`src/rtl/dac_spi_tx.sv`:
```
// dac_spi_tx: serialises one 32-bit DAC command frame per accepted sample over SPI.
// Frame layout {8'h00, cmd, addr, data, 4'h0}, MSB first; data changes on falling sck.
module dac_spi_tx #(
   parameter int unsigned SCK_HALF = 2,
   parameter int unsigned CS_GAP   = 2
) (
   input  logic        clock,
   input  logic        reset,
   input  logic        in_valid,
   output logic        in_ready,
   input  logic [3:0]  in_cmd,
   input  logic [3:0]  in_addr,
   input  logic [11:0] in_data,
   output logic        dac_sck,
   output logic        dac_cs,
   output logic        dac_clr,
   output logic        dac_mosi,
   output logic        frame_done
);

   localparam int unsigned FRAME_W = 32;
   localparam int unsigned BIT_W   = 5;
   localparam int unsigned HALF_W  = 8;

   typedef enum logic [1:0] {
      IDLE  = 2'd0,
      SHIFT = 2'd1,
      GAP   = 2'd2
   } state_t;

   state_t              state_q, state_d;
   logic [FRAME_W-1:0]  shreg_q, shreg_d;
   logic [BIT_W-1:0]    bit_cnt_q, bit_cnt_d;
   logic [HALF_W-1:0]   half_cnt_q, half_cnt_d;
   logic                sck_q, sck_d;
   logic                cs_q, cs_d;
   logic                mosi_q, mosi_d;
   logic                clr_q, clr_d;
   logic                ready_q, ready_d;
   logic                done_q, done_d;

   logic [FRAME_W-1:0]  frame_c;
   logic                xfer_c;
   logic                half_done_c;
   logic                gap_done_c;
   logic                last_bit_c;

   // Shared decode: frame image, handshake and counter terminal conditions
   always_comb begin
      frame_c     = {8'h00, in_cmd, in_addr, in_data, 4'h0};
      xfer_c      = in_valid && ready_q && (state_q == IDLE);
      half_done_c = (half_cnt_q == HALF_W'(SCK_HALF - 1));
      gap_done_c  = (half_cnt_q == HALF_W'(CS_GAP - 1));
      last_bit_c  = (bit_cnt_q == '0);
   end

   // State register
   always_ff @(posedge clock or posedge reset) begin
      if (reset) begin
         state_q <= IDLE;
      end else begin
         state_q <= state_d;
      end
   end

   // Next-state logic
   always_comb begin
      state_d = state_q;
      unique case (state_q)
         IDLE:    if (xfer_c) state_d = SHIFT;
         SHIFT:   if (half_done_c && sck_q && last_bit_c) state_d = GAP;
         GAP:     if (gap_done_c) state_d = IDLE;
         default: state_d = IDLE;
      endcase
   end

   // Output and datapath next values; the half counter doubles as the gap timer
   always_comb begin
      shreg_d    = shreg_q;
      bit_cnt_d  = bit_cnt_q;
      half_cnt_d = half_cnt_q;
      sck_d      = sck_q;
      cs_d       = cs_q;
      mosi_d     = mosi_q;
      ready_d    = ready_q;
      done_d     = 1'b0;
      clr_d      = 1'b1;
      unique case (state_q)
         IDLE: begin
            if (xfer_c) begin
               shreg_d    = {frame_c[FRAME_W-2:0], 1'b0};
               mosi_d     = frame_c[FRAME_W-1];
               bit_cnt_d  = BIT_W'(FRAME_W - 1);
               half_cnt_d = '0;
               sck_d      = 1'b0;
               cs_d       = 1'b0;
               ready_d    = 1'b0;
            end else begin
               ready_d = 1'b1;
            end
         end
         SHIFT: begin
            if (!half_done_c) begin
               half_cnt_d = half_cnt_q + HALF_W'(1);
            end else begin
               half_cnt_d = '0;
               if (!sck_q) begin
                  sck_d = 1'b1;
               end else if (last_bit_c) begin
                  sck_d  = 1'b0;
                  cs_d   = 1'b1;
                  mosi_d = 1'b0;
                  done_d = 1'b1;
               end else begin
                  sck_d     = 1'b0;
                  mosi_d    = shreg_q[FRAME_W-1];
                  shreg_d   = {shreg_q[FRAME_W-2:0], 1'b0};
                  bit_cnt_d = bit_cnt_q - BIT_W'(1);
               end
            end
         end
         GAP: begin
            if (gap_done_c) begin
               ready_d = 1'b1;
            end else begin
               half_cnt_d = half_cnt_q + HALF_W'(1);
            end
         end
         default: ;
      endcase
   end

   // Datapath and output registers
   always_ff @(posedge clock or posedge reset) begin
      if (reset) begin
         shreg_q    <= '0;
         bit_cnt_q  <= '0;
         half_cnt_q <= '0;
         sck_q      <= 1'b0;
         cs_q       <= 1'b1;
         mosi_q     <= 1'b0;
         clr_q      <= 1'b0;
         ready_q    <= 1'b0;
         done_q     <= 1'b0;
      end else begin
         shreg_q    <= shreg_d;
         bit_cnt_q  <= bit_cnt_d;
         half_cnt_q <= half_cnt_d;
         sck_q      <= sck_d;
         cs_q       <= cs_d;
         mosi_q     <= mosi_d;
         clr_q      <= clr_d;
         ready_q    <= ready_d;
         done_q     <= done_d;
      end
   end

   assign in_ready   = ready_q;
   assign dac_sck    = sck_q;
   assign dac_cs     = cs_q;
   assign dac_clr    = clr_q;
   assign dac_mosi   = mosi_q;
   assign frame_done = done_q;

endmodule

```
`config.mk`:
```
export PLATFORM = sky130hd
export DESIGN_NAME = dac_spi_tx
export DESIGN_NICKNAME = d
export VERILOG_FILES = /design/src/rtl/dac_spi_tx.sv
export SDC_FILE = /design/constraint.sdc
export NUM_CORES = 1
export LEC_CHECK = 0
export ABC_AREA = 1
export BUFFER_PORTS_ARGS = -buffer_cell sky130_fd_sc_hd__buf_4
export CAP_MARGIN = 15
export CELL_PAD_IN_SITES_DETAIL_PLACEMENT = 2
export CELL_PAD_IN_SITES_GLOBAL_PLACEMENT = 2
export CORE_AREA = 2 2 121 76
export DETAILED_ROUTE_END_ITERATION = 10
export DIE_AREA = 0 0 123 78
export PLACE_DENSITY = 0.88
export SLEW_MARGIN = 25
export SYNTH_ARGS = -nofsm -noshare
export SYNTH_HDL_FRONTEND = slang
export SYNTH_SLANG_ARGS = --single-unit
```
`constraint.sdc`:
```
create_clock -name clock -period 1.9 [get_ports clock]
set_input_delay 0.095 -clock clock [delete_from_list [all_inputs] [get_ports clock]]
set_output_delay 0.095 -clock clock [all_outputs]
set_load 0.05 [all_outputs]
```
=== Word level (Yosys, flattened, before mapping) ===
Index checks and enable logic that the tools add are counted.

* Flip-flop bits (word level): 53
* Output and inout bits: 6
* Word-level logic and storage cells: 76

* Add/sub/neg operators: 2
* Eq/ne operators: 11
* Multiplexer cells: 37
* Reduce and logical (&&, ||, !) cells: 16

{| class="wikitable"
|+ Operators by type and width
! kind !! count
|-
| 2-to-1 mux 32 bit || 4
|-
| case mux 32 bit (2 select lines) || 1
|-
| 2-to-1 mux 8 bit || 3
|-
| case mux 8 bit (3 select lines) || 1
|-
| 2-to-1 mux 5 bit || 4
|-
| != test 2 bit, second input constant || 8
|-
| 2-to-1 mux 1 bit || 15
|-
| case mux 5 bit (2 select lines) || 1
|-
| AND reduction 5 bit || 2
|-
| AND reduction 3 bit || 3
|-
| adder 8 x 1 -> 8 bit, second input constant || 1
|-
| == test 8 x 1 -> 1 bit, second input constant || 1
|-
| case mux 1 bit (2 select lines) || 4
|-
| 2-to-1 mux 2 bit || 3
|-
| case mux 2 bit (3 select lines) || 1
|-
| zero test 5 bit || 1
|-
| subtractor 5 x 1 -> 5 bit, second input constant || 1
|-
| logical AND 1 bit || 4
|-
| AND reduction 4 bit || 1
|-
| nonzero test 2 bit || 2
|-
| nonzero test 3 bit || 1
|-
| == test 2 x 1 -> 1 bit, second input constant || 1
|-
| == test 2 bit, second input constant || 1
|-
| zero test 2 bit || 1
|-
| AND reduction 2 bit || 1
|}

=== Longest topological paths before layout ===
* Word-level depth: 5
* Depth in mapped cells: 10
* Gate-level depth less buffers: 9

=== Worst setup path before layout ===
Ideal clock, no wire load.

* Kind: register to register
* From: register state_q[0]
* To: register half_cnt_q[5]
* Arrival time: 1.410 ns
* Required time: 1.782 ns
* Slack: 0.372 ns
* Cell stages (with the launch flop): 10
* Buffers on the path: 0
* Period minus slack after synthesis: 1.528 ns
* Path through: dfrtp_1 > inv_1 > ha_1 > inv_1 > nor2_1 > nor2_1 > nand2_2 > inv_2 > nand3_1 > nand2_1

* Word-level cells in the longest chain between the ends: 4
* Elaborated cells on any way between the ends: 9
* Classes of those cells: 4 x eq/ne; 1 x mux; 4 x reduce/logical

{| class="wikitable"
|+ RTL lines
! element !! RTL line !! text
|-
| from (decl) || 31 || <nowiki>state_t state_q, state_d;</nowiki>
|-
| from (signal assigned) || 62 || <nowiki>state_q <= state_d;</nowiki>
|-
| zero test 2 bit || 51, 88 ||
|-
| logical AND 1 bit || 51 || <nowiki>xfer_c = in_valid && ready_q && (state_q == IDLE);</nowiki>
|-
| != test 2 bit (no line) || n/a ||
|-
| AND reduction 3 bit (no line) || n/a ||
|-
| to (signal assigned) || 148 || <nowiki>half_cnt_q <= half_cnt_d;</nowiki>
|-
| to (decl) || 34 || <nowiki>logic [HALF_W-1:0] half_cnt_q, half_cnt_d;</nowiki>
|}

Several ways; a longest one is shown, not always the timed one.
A chain may end at the register's enable or synchronous reset.

=== Final worst setup path ===
* From: register state_q[0]
* To: register half_cnt_q[3]

The elaborated chain is that of the path after synthesis.

==> summary.md <==
| Metric | Value |
|---|---|
| Status | finished clean |
| Ys async rst share | 100% |
| Initial Util | between 30% and 40% |
| Clk_lat worst skew | 0.30 ns |
| I/O pin cnt | 29 |
| Drt first pass iters | 4 |
| Pleak | around 1.8 nW |
| CP cell instances | inv_1, ha_1, inv_1, nor2_4, nor2_1, nand2_2, inv_2, nand3_1, nand2_1 |
| Final Non-Filler Cells | between 500 and 600 |
| Vias in the first global route | approximately 3.0k |
| CP Data Arrival Time | between 2 and 2.5 ns |
| Crit path kind | flop to flop |
| Crit-path max FO | 10 |
| Post-synth EDFFs | 0 |
| CTS tree | done |
| Synthesized area | approximately 0.0027 mm² |
| Clk buf depth | 2 |
| # setup viols final | 0 |
| Initial antenna violation count | 0 |
| CTS sink cnt | 48 |
| CP Capture Type | flop |
| Via count | around 2.7k |
| Clock slew at reported path FFs | approximately 0.070 ns |
| Tightest Pin Transition | 0.543 ns |
| Worst Reg2Reg Path Length in Cells | 9 |
| Max-Cap Viols | 0 |
| Layout area overhead | 22.5% |
| Fin area | 0.00335 mm² |
| First DRT Iteration DRCs | between 100 and 150 |
| # rows | 26 |
| Cell mode on critical path | inv_1 |
| Per-cell routed wire length | 19.9 µm |
| Routed Antenna Nets | 0 |
| Rel. slew slack | 63.8% |
| Worst Hold Path Cells | 3 |
| Pin count of the biggest net entering global routing | 30 |
| FMAX | between 0.5 and 0.6 GHz |
| Post-Synthesis Net Count | 406 |
| Chip width | between 100 and 150 µm |
| Max H-tree Level | 2 |
| Layout cells sized above 1 | approximately 17% |
| Setup crit start kind | flop |
| Total gr overflow | 0 |
| Synth Warn # | 0 |
| GRT Total Usage | between 20% and 30% |
| Post-Route Skew | between 0.003 and 0.004 ns |
| Post-route DRC | 0 |
| Core region area | 0.00839 mm² |
| Max incr delay on CP | approximately 0.40 ns |
| Syn_area_per_cell | about 7.3 µm² |
| CP max-delay cell | dfrtp_1 |
| Antenna cells | 0 |
| Sequential-to-total area share from yosys stat | a little over two fifths |
| Class of the worst hold path | input pin to flop |
| Post-Syn Instances | between 300 and 400 |
| Placed Area | 0.00310 mm² |
| Final WL | approximately 10000 µm |
| Tcrit/Tclk final | between 90% and 100% |
| Primary FF master, synth | dfrtp_1 |
| Die ar. | between 0.009 and 0.01 mm² |
| Tmin final | between 1.5 and 2 ns |
| Vias per cell | roughly 5.2 |
| RePlAce Congestion | slightly below 0.8 |
| Worst Path Required | 2.13 ns |
| First-pass GRT wire length | roughly 16000 µm |
| Slew Viols, Final | 0 |
| Fillers | 983 |
| VDD IR max | between 0.5 and 0.6 mV |
| Clock root cell | clkbuf_16 |
| Synth cell types | 26 |
| Worst hold margin | between 0.07 and 0.08 ns |
| Placed insts | ~510 |
| Fin. Hold Viols | 0 |
| Setup TNS Final | 0 ns |
| DP HPWL | 6580 µm |
| Synth Register Bits | 48 |
| Die H | roughly 78 µm |
| CTS Buf Count | 5 |
| Number of I/O port buffers | 28 |
| RSZ-0062 raised after global routing | yes |
| Final nets | roughly 440 |
| P per Cell Area | 1630 mW/mm² |
-- report_power, final --
group | leakage [nW] | internal [mW] | switching, mW
Clock | 0.0766 | 0.520 | 0.411
Sequential | 0.618 | 1.37 | 0.254
Combinational | 1.11 | 0.933 | 1.96
-- metrics by stage --
step | setup slack (ns) | total power, mW | utilization [%]
floorplan | 0.372 | 3.37 | -
global placement | 0.112 | 3.94 | 37.0
detailed placement | -0.0113 | 4.17 | 37.0
CTS | 0.000101 | 5.22 | 39.1
global route | -0.0367 | 5.84 | 39.9
finish | 0.0716 | 5.44 | 39.9
-- flip-flops by register name, indices dropped and copies added (netlist names) --
name	cells
frame_done	1
in_ready	1
state_q	2
shreg_q	27
dac_clr	1
dac_cs	1
dac_mosi	1
dac_sck	1
bit_cnt_q	5
half_cnt_q	8
-- per-layer routing --
layer	GRT usage, %	routed length [µm]	share of wire [%]
met4	8.75	316	3.0
met3	3.97	337	3.2
met2	36.3	5020	48
met5	0	0	0
met1	29.8	4760	46
-- placed cells by master (no fill, tap or decap) --
master         instances
dfstp_2                1
dlygate4sd3_1          1
clkbuf_8               1
ha_2                   2
inv_1                 21
nor2_4                 4
o21bai_1               1
a21oi_1                5
o21ai_0                3
nand4_1               31
nand2_1              181
xor2_1                 1
clkbuf_16              5
buf_4                 41
conb_1                 1
nand3_2                1
clkinv_2               2
nand2_2                2
buf_12                 2
nor2_1                15
inv_2                  2
nand3b_1               4
nand3_4                2
buf_8                  2
or2_2                  1
nand2_4                2
ha_1                   6
nand3_1               24
o311ai_0               1
dfrtp_1               47
-- final cells by class --
cell class                 instances  area, µm²  share of cell area, %
clock buffer                       6        139                   4.14
clock inverter                     2       10.0                  0.299
inverter                          23       86.3                   2.58
multi-input combinational        287       1390                   41.3
sequential                        48       1200                   35.9
tap                              112        140                   4.18
timing repair buffer              46        388                   11.6
-- cells in the mapped netlist, types with 2 or more instances --
cell,number,share of area (%)
nand2_1,181,25
dfrtp_1,47,43
nand4_1,31,7.1
nand3_1,24,4.4
inv_1,22,3.0
nor2_1,17,2.3
ha_1,8,3.7
a21oi_1,5,0.91
buf_2,5,0.91
clkbuf_1,5,0.69
buf_4,4,1.1
nand3b_1,4,1.1
buf_6,3,1.2
nand2_2,3,0.69
o21ai_0,3,0.55
buf_1,2,0.27
nor2_4,2,0.82
-- final timing paths --
path | slack, ns | to | startpoint
hold / removal | 0.07 | shreg_q[5]$_DFFE_PP0P_ | in_data[0]
setup / recovery | 0.07 | half_cnt_q[3]$_DFFE_PP0P_ | state_q[0]$_DFFE_PP0P_
setup reg to reg | 0.07 | half_cnt_q[3]$_DFFE_PP0P_ | state_q[0]$_DFFE_PP0P_
max in group asynchronous | 0.90 | shreg_q[28]$_DFFE_PP0P_ | reset
min in group asynchronous | 0.40 | frame_done$_DFF_PP0_ | reset
hold reg to reg | 0.48 | shreg_q[9]$_DFFE_PP0P_ | shreg_q[9]$_DFFE_PP0P_
-- timing repair --
| action | CTS | global route |
|---|---|---|
| hold buffers | 1 | 0 |
| gates cloned | 1 | 1 |
| pin swaps | 1 | 2 |
| endpoints found under the setup margin | 12 | 44 |
| gates resized for setup | 1 | 11 |
| endpoints found under the hold margin | 22 | 0 |
| buffers inserted | 0 | 1 |
-- cell families after synthesis --
family,Yosys count,synth area share [%]
flip-flops,48,43.9
XOR/XNOR,1,0.320
AO/OA/AOI/OAI,10,2.06
other,1,0.137
AND/OR/NAND/NOR,265,42.5
adder cells (fa/ha/maj),8,3.66
buffers and inverters,42,7.36
-- critical path, delay by kind of cell, from the launching register on --
kind	cells	cell delay (ns)
adder cells (fa/ha/maj)	1	0.23
buffers and inverters	3	0.42
flip-flops	1	0.40
AND/OR/NAND/NOR	5	0.71
Power figures use the tool's default switching activity.
